`config.mk`:
```
export PLATFORM = sky130hd
export DESIGN_NAME = ram_port_arbiter
export DESIGN_NICKNAME = d
export VERILOG_FILES = /design/src/rtl/ram_port_arbiter.sv
export SDC_FILE = /design/constraint.sdc
export NUM_CORES = 1
export LEC_CHECK = 0
export CAP_MARGIN = 20
export CORE_UTILIZATION = 40
export DETAILED_ROUTE_END_ITERATION = 6
export PLACE_DENSITY = 0.76
export SLEW_MARGIN = 20
export SYNTH_ARGS = -nofsm -noshare
export SYNTH_HDL_FRONTEND = slang
export SYNTH_SLANG_ARGS = --single-unit
```
`constraint.sdc`:
```
create_clock -name clk_i -period 6.82 [get_ports clk_i]
set_clock_uncertainty 0.15 [all_clocks]
set_input_delay 0.682 -clock clk_i [delete_from_list [all_inputs] [get_ports clk_i]]
set_output_delay 0.682 -clock clk_i [all_outputs]
set_load 0.02 [all_outputs]
```
`src/rtl/ram_port_arbiter.sv`:
```
// Shares one read-latency-1 word RAM between instruction fetch and data load/store ports.
// Data has fixed priority; partial stores take a two-cycle read-modify-write through RMW_MERGE.
module ram_port_arbiter #(
    parameter int          MEM_WORDS = 2048,
    parameter logic [31:0] BASE_ADDR = 32'h0000_0000
) (
    input  logic        clk_i,
    input  logic        reset_i,
    input  logic        instr_req_i,
    input  logic [31:0] instr_addr_i,
    output logic        instr_ready_o,
    output logic        instr_rvalid_o,
    output logic [31:0] instr_rdata_o,
    input  logic        data_req_i,
    input  logic        data_write_i,
    input  logic [31:0] data_addr_i,
    input  logic [3:0]  data_byteenable_i,
    input  logic [31:0] data_wdata_i,
    output logic        data_ready_o,
    output logic        data_rvalid_o,
    output logic [31:0] data_rdata_o,
    output logic [31:0] ram_address_o,
    output logic        ram_write_o,
    output logic        ram_read_o,
    output logic [31:0] ram_writedata_o,
    input  logic [31:0] ram_readdata_i
);

    typedef enum logic {
        IDLE      = 1'b0,
        RMW_MERGE = 1'b1
    } state_t;

    state_t      state_q, state_d;

    logic        instr_rvalid_q, instr_rvalid_d;
    logic        instr_ok_q, instr_ok_d;
    logic [31:0] instr_hold_q, instr_hold_d;
    logic        data_rvalid_q, data_rvalid_d;
    logic        data_ok_q, data_ok_d;
    logic [31:0] data_hold_q, data_hold_d;
    logic [31:0] rmw_idx_q, rmw_idx_d;
    logic [3:0]  rmw_be_q, rmw_be_d;
    logic [31:0] rmw_wdata_q, rmw_wdata_d;

    logic        instr_ready, data_ready, ram_read, ram_write;
    logic [31:0] ram_address, ram_writedata;
    logic [31:0] rmw_merged;
    logic [31:0] instr_rdata, data_rdata;

    // 33-bit difference: the top bit is the borrow, i.e. address below BASE_ADDR.
    logic [32:0] instr_diff, data_diff;
    logic [31:0] instr_idx, data_idx;
    logic        instr_in_range, data_in_range;

    assign instr_diff     = {1'b0, instr_addr_i} - {1'b0, BASE_ADDR};
    assign data_diff      = {1'b0, data_addr_i} - {1'b0, BASE_ADDR};
    assign instr_idx      = instr_diff[31:0] >> 2;
    assign data_idx       = data_diff[31:0] >> 2;
    assign instr_in_range = !instr_diff[32] && (instr_idx < 32'(MEM_WORDS));
    assign data_in_range  = !data_diff[32] && (data_idx < 32'(MEM_WORDS));

    always_comb begin
        rmw_merged = ram_readdata_i;
        for (int i = 0; i < 4; i++) begin
            if (rmw_be_q[i]) begin
                rmw_merged[8*i +: 8] = rmw_wdata_q[8*i +: 8];
            end
        end
    end

    always_comb begin
        state_d        = state_q;
        instr_ready    = 1'b0;
        data_ready     = 1'b0;
        ram_read       = 1'b0;
        ram_write      = 1'b0;
        ram_address    = 32'h0;
        ram_writedata  = 32'h0;
        instr_rvalid_d = 1'b0;
        instr_ok_d     = instr_ok_q;
        data_rvalid_d  = 1'b0;
        data_ok_d      = data_ok_q;
        rmw_idx_d      = rmw_idx_q;
        rmw_be_d       = rmw_be_q;
        rmw_wdata_d    = rmw_wdata_q;

        case (state_q)
            IDLE: begin
                if (data_req_i) begin
                    ram_address = data_in_range ? data_idx : 32'h0;
                    if (!data_write_i) begin
                        data_ready    = 1'b1;
                        ram_read      = 1'b1;
                        data_rvalid_d = 1'b1;
                        data_ok_d     = data_in_range;
                    end else if (!data_in_range || data_byteenable_i == 4'h0) begin
                        data_ready = 1'b1;
                    end else if (data_byteenable_i == 4'hF) begin
                        data_ready    = 1'b1;
                        ram_write     = 1'b1;
                        ram_writedata = data_wdata_i;
                    end else begin
                        // Partial store: fetch the old word now, merge and write next cycle.
                        ram_read    = 1'b1;
                        rmw_idx_d   = data_idx;
                        rmw_be_d    = data_byteenable_i;
                        rmw_wdata_d = data_wdata_i;
                        state_d     = RMW_MERGE;
                    end
                end else if (instr_req_i) begin
                    instr_ready    = 1'b1;
                    ram_read       = 1'b1;
                    ram_address    = instr_in_range ? instr_idx : 32'h0;
                    instr_rvalid_d = 1'b1;
                    instr_ok_d     = instr_in_range;
                end
            end
            RMW_MERGE: begin
                ram_write     = 1'b1;
                ram_address   = rmw_idx_q;
                ram_writedata = rmw_merged;
                data_ready    = 1'b1;
                state_d       = IDLE;
            end
            default: state_d = IDLE;
        endcase
    end

    // Read data is presented straight from the RAM in the rvalid cycle and held afterwards.
    assign instr_rdata  = instr_ok_q ? ram_readdata_i : 32'h0;
    assign data_rdata   = data_ok_q ? ram_readdata_i : 32'h0;
    assign instr_hold_d = instr_rvalid_q ? instr_rdata : instr_hold_q;
    assign data_hold_d  = data_rvalid_q ? data_rdata : data_hold_q;

    always_ff @(posedge clk_i or posedge reset_i) begin
        if (reset_i) begin
            state_q        <= IDLE;
            instr_rvalid_q <= 1'b0;
            instr_ok_q     <= 1'b0;
            instr_hold_q   <= 32'h0;
            data_rvalid_q  <= 1'b0;
            data_ok_q      <= 1'b0;
            data_hold_q    <= 32'h0;
            rmw_idx_q      <= 32'h0;
            rmw_be_q       <= 4'h0;
            rmw_wdata_q    <= 32'h0;
        end else begin
            state_q        <= state_d;
            instr_rvalid_q <= instr_rvalid_d;
            instr_ok_q     <= instr_ok_d;
            instr_hold_q   <= instr_hold_d;
            data_rvalid_q  <= data_rvalid_d;
            data_ok_q      <= data_ok_d;
            data_hold_q    <= data_hold_d;
            rmw_idx_q      <= rmw_idx_d;
            rmw_be_q       <= rmw_be_d;
            rmw_wdata_q    <= rmw_wdata_d;
        end
    end

    // Reset must kill any RAM strobe immediately, including a half-finished merge.
    assign instr_ready_o   = instr_ready & ~reset_i;
    assign data_ready_o    = data_ready & ~reset_i;
    assign ram_read_o      = ram_read & ~reset_i;
    assign ram_write_o     = ram_write & ~reset_i;
    assign ram_address_o   = ram_address;
    assign ram_writedata_o = ram_writedata;

    assign instr_rvalid_o  = instr_rvalid_q;
    assign instr_rdata_o   = instr_rvalid_q ? instr_rdata : instr_hold_q;
    assign data_rvalid_o   = data_rvalid_q;
    assign data_rdata_o    = data_rvalid_q ? data_rdata : data_hold_q;

endmodule
```
==> summary.txt <==
Status
  – Status: completed

Global routing
  – Vias in the first global route: 5240
  – Global-route wire length before repair: 29.2 mm
  – GRT Total Usage: 23.3%
  – Congestion Overflow GR: 0
  – Antenna violations before repair: 0
  – Largest net degree at the start of global routing: 73

STA
  – Final period util: 66.9%
  – Max Transition Viols Final: 0
  – Max-slew headroom: 28.7%
  – Final hold viol count: 0
  – Min Clock Period, post-route: 4.56 ns
  – RSZ-0062 raised after global routing: no
  – Finish-stage setup viols: 0
  – Setup TNS: 0 ns
  – Max Fclk: 219 MHz
  – Final WS setup: between 2 and 2.5 ns
  – Worst-Margin Slew: 1.07 ns

Logic synthesis
  – #FFs+latches synth: roughly 140
  – Synthesized area: 6560 sq um
  – YS warnings: 0
  – Mapped Cells: 615
  – Post-synth EDFFs: 0
  – Post-synth cell types: 35
  – Ys flop type: dfrtp_1
  – Seq/Total Area, Yosys: 51.5%
  – Post-synth ARST share: 100%
  – Mapped Avg Cell Area: ~11 sq um

Routing
  – Router iterations before antenna repair: 4
  – DR WL/cell: 17.6 microns
  – Routed WL: 19.2 mm
  – Routed Antenna Nets: 0
  – Post-route DRC violation count: 0
  – Initial DRC count: 209
  – Via total after detailed routing: 5428
  – Via density: about 5

Floorplanning
  – Core Region: 15900 sq um
  – Die width: around 130 microns
  – # rows: 46
  – Die H: between 100 and 150 microns
  – I/O Pins: between 200 and 300
  – Initial core utilization: 41.1%
  – DIE AREA: ~17000 sq um

Clocking
  – TritonCTS sink count: 135
  – Num CTS Buffers: 17
  – Clock Pin Slew Worst Setup and Hold Paths: 0.06 ns
  – Hold buffer count at cts: 0
  – Clock Latency Late Sink: 0.41 ns
  – Root buffer cell: clkbuf_16
  – CTS max path bufs: 2
  – Post-CTS sizing: 0
  – H-tree Lvls: 4
  – CTS tree: yes
  – Post CTS Setup Buffer Count: 0

Final layout
  – Layout area overhead: 53.1%
  – Most common cell after layout, fill and taps aside: clkdlybuf4s50_1
  – # diodes: 0
  – Footprint of the multi-input gates: 2680 sq um
  – Design Area, Final: 10000 sq um
  – Most frequent cells in the layout: clkdlybuf4s50_1 (264), dfrtp_1 (133), inv_1 (77)
  – Non-filler cells, final: 1087
  – Net count, final: 995
  – Fillers: 1323
  – Storage cell area: 3380 sq um
  – Layout cell share with drive strength beyond 1: 11.0%

Setup path
  – Most frequent cell on the critical path: clkdlybuf4s50_1
  – Crit-path slowest cell: clkdlybuf4s50_1
  – Worst Setup End Kind: output pin
  – CP max stage delay: 0.65 ns
  – CP cell instances: clkdlybuf4s50_1 -> nor3_1 -> nand4_1 -> nor3_4 -> buf_4 -> o2bb2ai_1 -> clkdlybuf4s50_1
  – Nature of the critical path startpoint: input pin
  – Worst-path fanout max: 32
  – Crit Path Class: in2out
  – CP required: 5.99 ns
  – Crit path DAT: approximately 3.7 ns

Placed design
  – GP Congestion: 0.767
  – DP HPWL: 13.0 mm
  – Post-Place Setup Slack: 2.22 ns
  – Dpl cell area: between 9000 and 10000 sq um
  – PortBufs: 264
  – Placed cell count: 1055

Job
  – Max_cap viols: 0

Power
  – Leak pwr: around 4.3 nW
  – Peak supply drop: around 160 uV
  – Final Power: a little over 2 mW
  – PD cells: between 200 and 250 nW/um^2

Min path
  – Hold Path Class: reg2reg
power breakdown:
group          total, mW  internal (mW)  switching (mW)
registers          0.813          0.802          0.0112
logic              0.129         0.0768          0.0520
clock network       1.10          0.752           0.350
cells in the mapped netlist, drive strengths merged, types with 2 or more instances:
cell	n	area share, %
a211o	11	1.5
a21oi	2	0.15
and2	50	4.8
and3	3	0.36
buf	17	1.7
clkbuf	31	1.8
dfrtp	135	52
inv	78	4.5
mux2	47	9.8
mux2i	32	4.9
nand2	3	0.17
nand3	68	5.2
nand4	4	0.48
nor2	4	0.23
nor3	15	1.2
nor4	9	1.6
o21ai	66	5.0
o2bb2ai	32	4.3
cell type report:
cell class	count	area share, %
Clock buffer	20	4.65
Clock inverter	12	2.44
Inverter	78	2.97
Multi-Input combinational cell	355	26.7
Sequential cell	135	33.7
Tap cell	216	2.69
Timing Repair Buffer	271	26.9
per-stage QoR:
| step | utilization, % | hold WS [ns] |
|---|---|---|
| floorplan | - | 0.294 |
| global placement | 58.5 | 0.310 |
| detailed placement | 58.5 | 0.313 |
| CTS | 62.9 | 0.331 |
| global route | 63.0 | 0.342 |
| finish | 63.0 | 0.327 |
layer usage:
metal  wire [microns]  share of wire, %  track usage, %
met1             8170                43            29.2
met2             9400                49            38.3
met3             1400               7.3            8.24
met4              171              0.89            5.88
met5                0                 0               0
critical path, delay by kind of cell:
family | cells | cell delay, ns
buffers and inverters | 3 | 1.48
AOI/OAI and AO/OA | 1 | 0.17
and+or+nand+nor | 3 | 1.39
final timing paths:
path | slack [ns] | start | cells past startpoint | to
max | 2.26 | data_addr_i[17] | 7 | ram_writedata_o[22]
min in group asynchronous | 0.69 | reset_i | 2 | rmw_idx_q[28]
max in group asynchronous | 4.44 | reset_i | 3 | data_rvalid_o
min | 0.33 | rmw_idx_q[20] | 1 | rmw_idx_q[20]
max reg2reg | 3.49 | state_q | 6 | rmw_idx_q[4]
min reg2reg | 0.33 | rmw_idx_q[20] | 1 | rmw_idx_q[20]
cell families (layout without fill, tap and decap cells):
kind of cell | after synthesis | count (layout) | synth area share (%)
buf+inv | 126 | 381 | 7.90
mux | 79 | 79 | 14.7
simple gates | 160 | 160 | 14.6
flops | 135 | 135 | 51.5
other cells | 1 | 2 | 0.0572
compound gates | 114 | 114 | 11.3
sequential cells by signal (all words and copies together) (netlist names):
signal and cells:
data_hold_q 32, data_ok_q 1, data_rvalid_o 1, instr_hold_q 32
instr_ok_q 1, instr_rvalid_o 1, rmw_be_q 4, rmw_idx_q 30
rmw_wdata_q 32, state_q 1
Power figures use the tool's default switching activity.
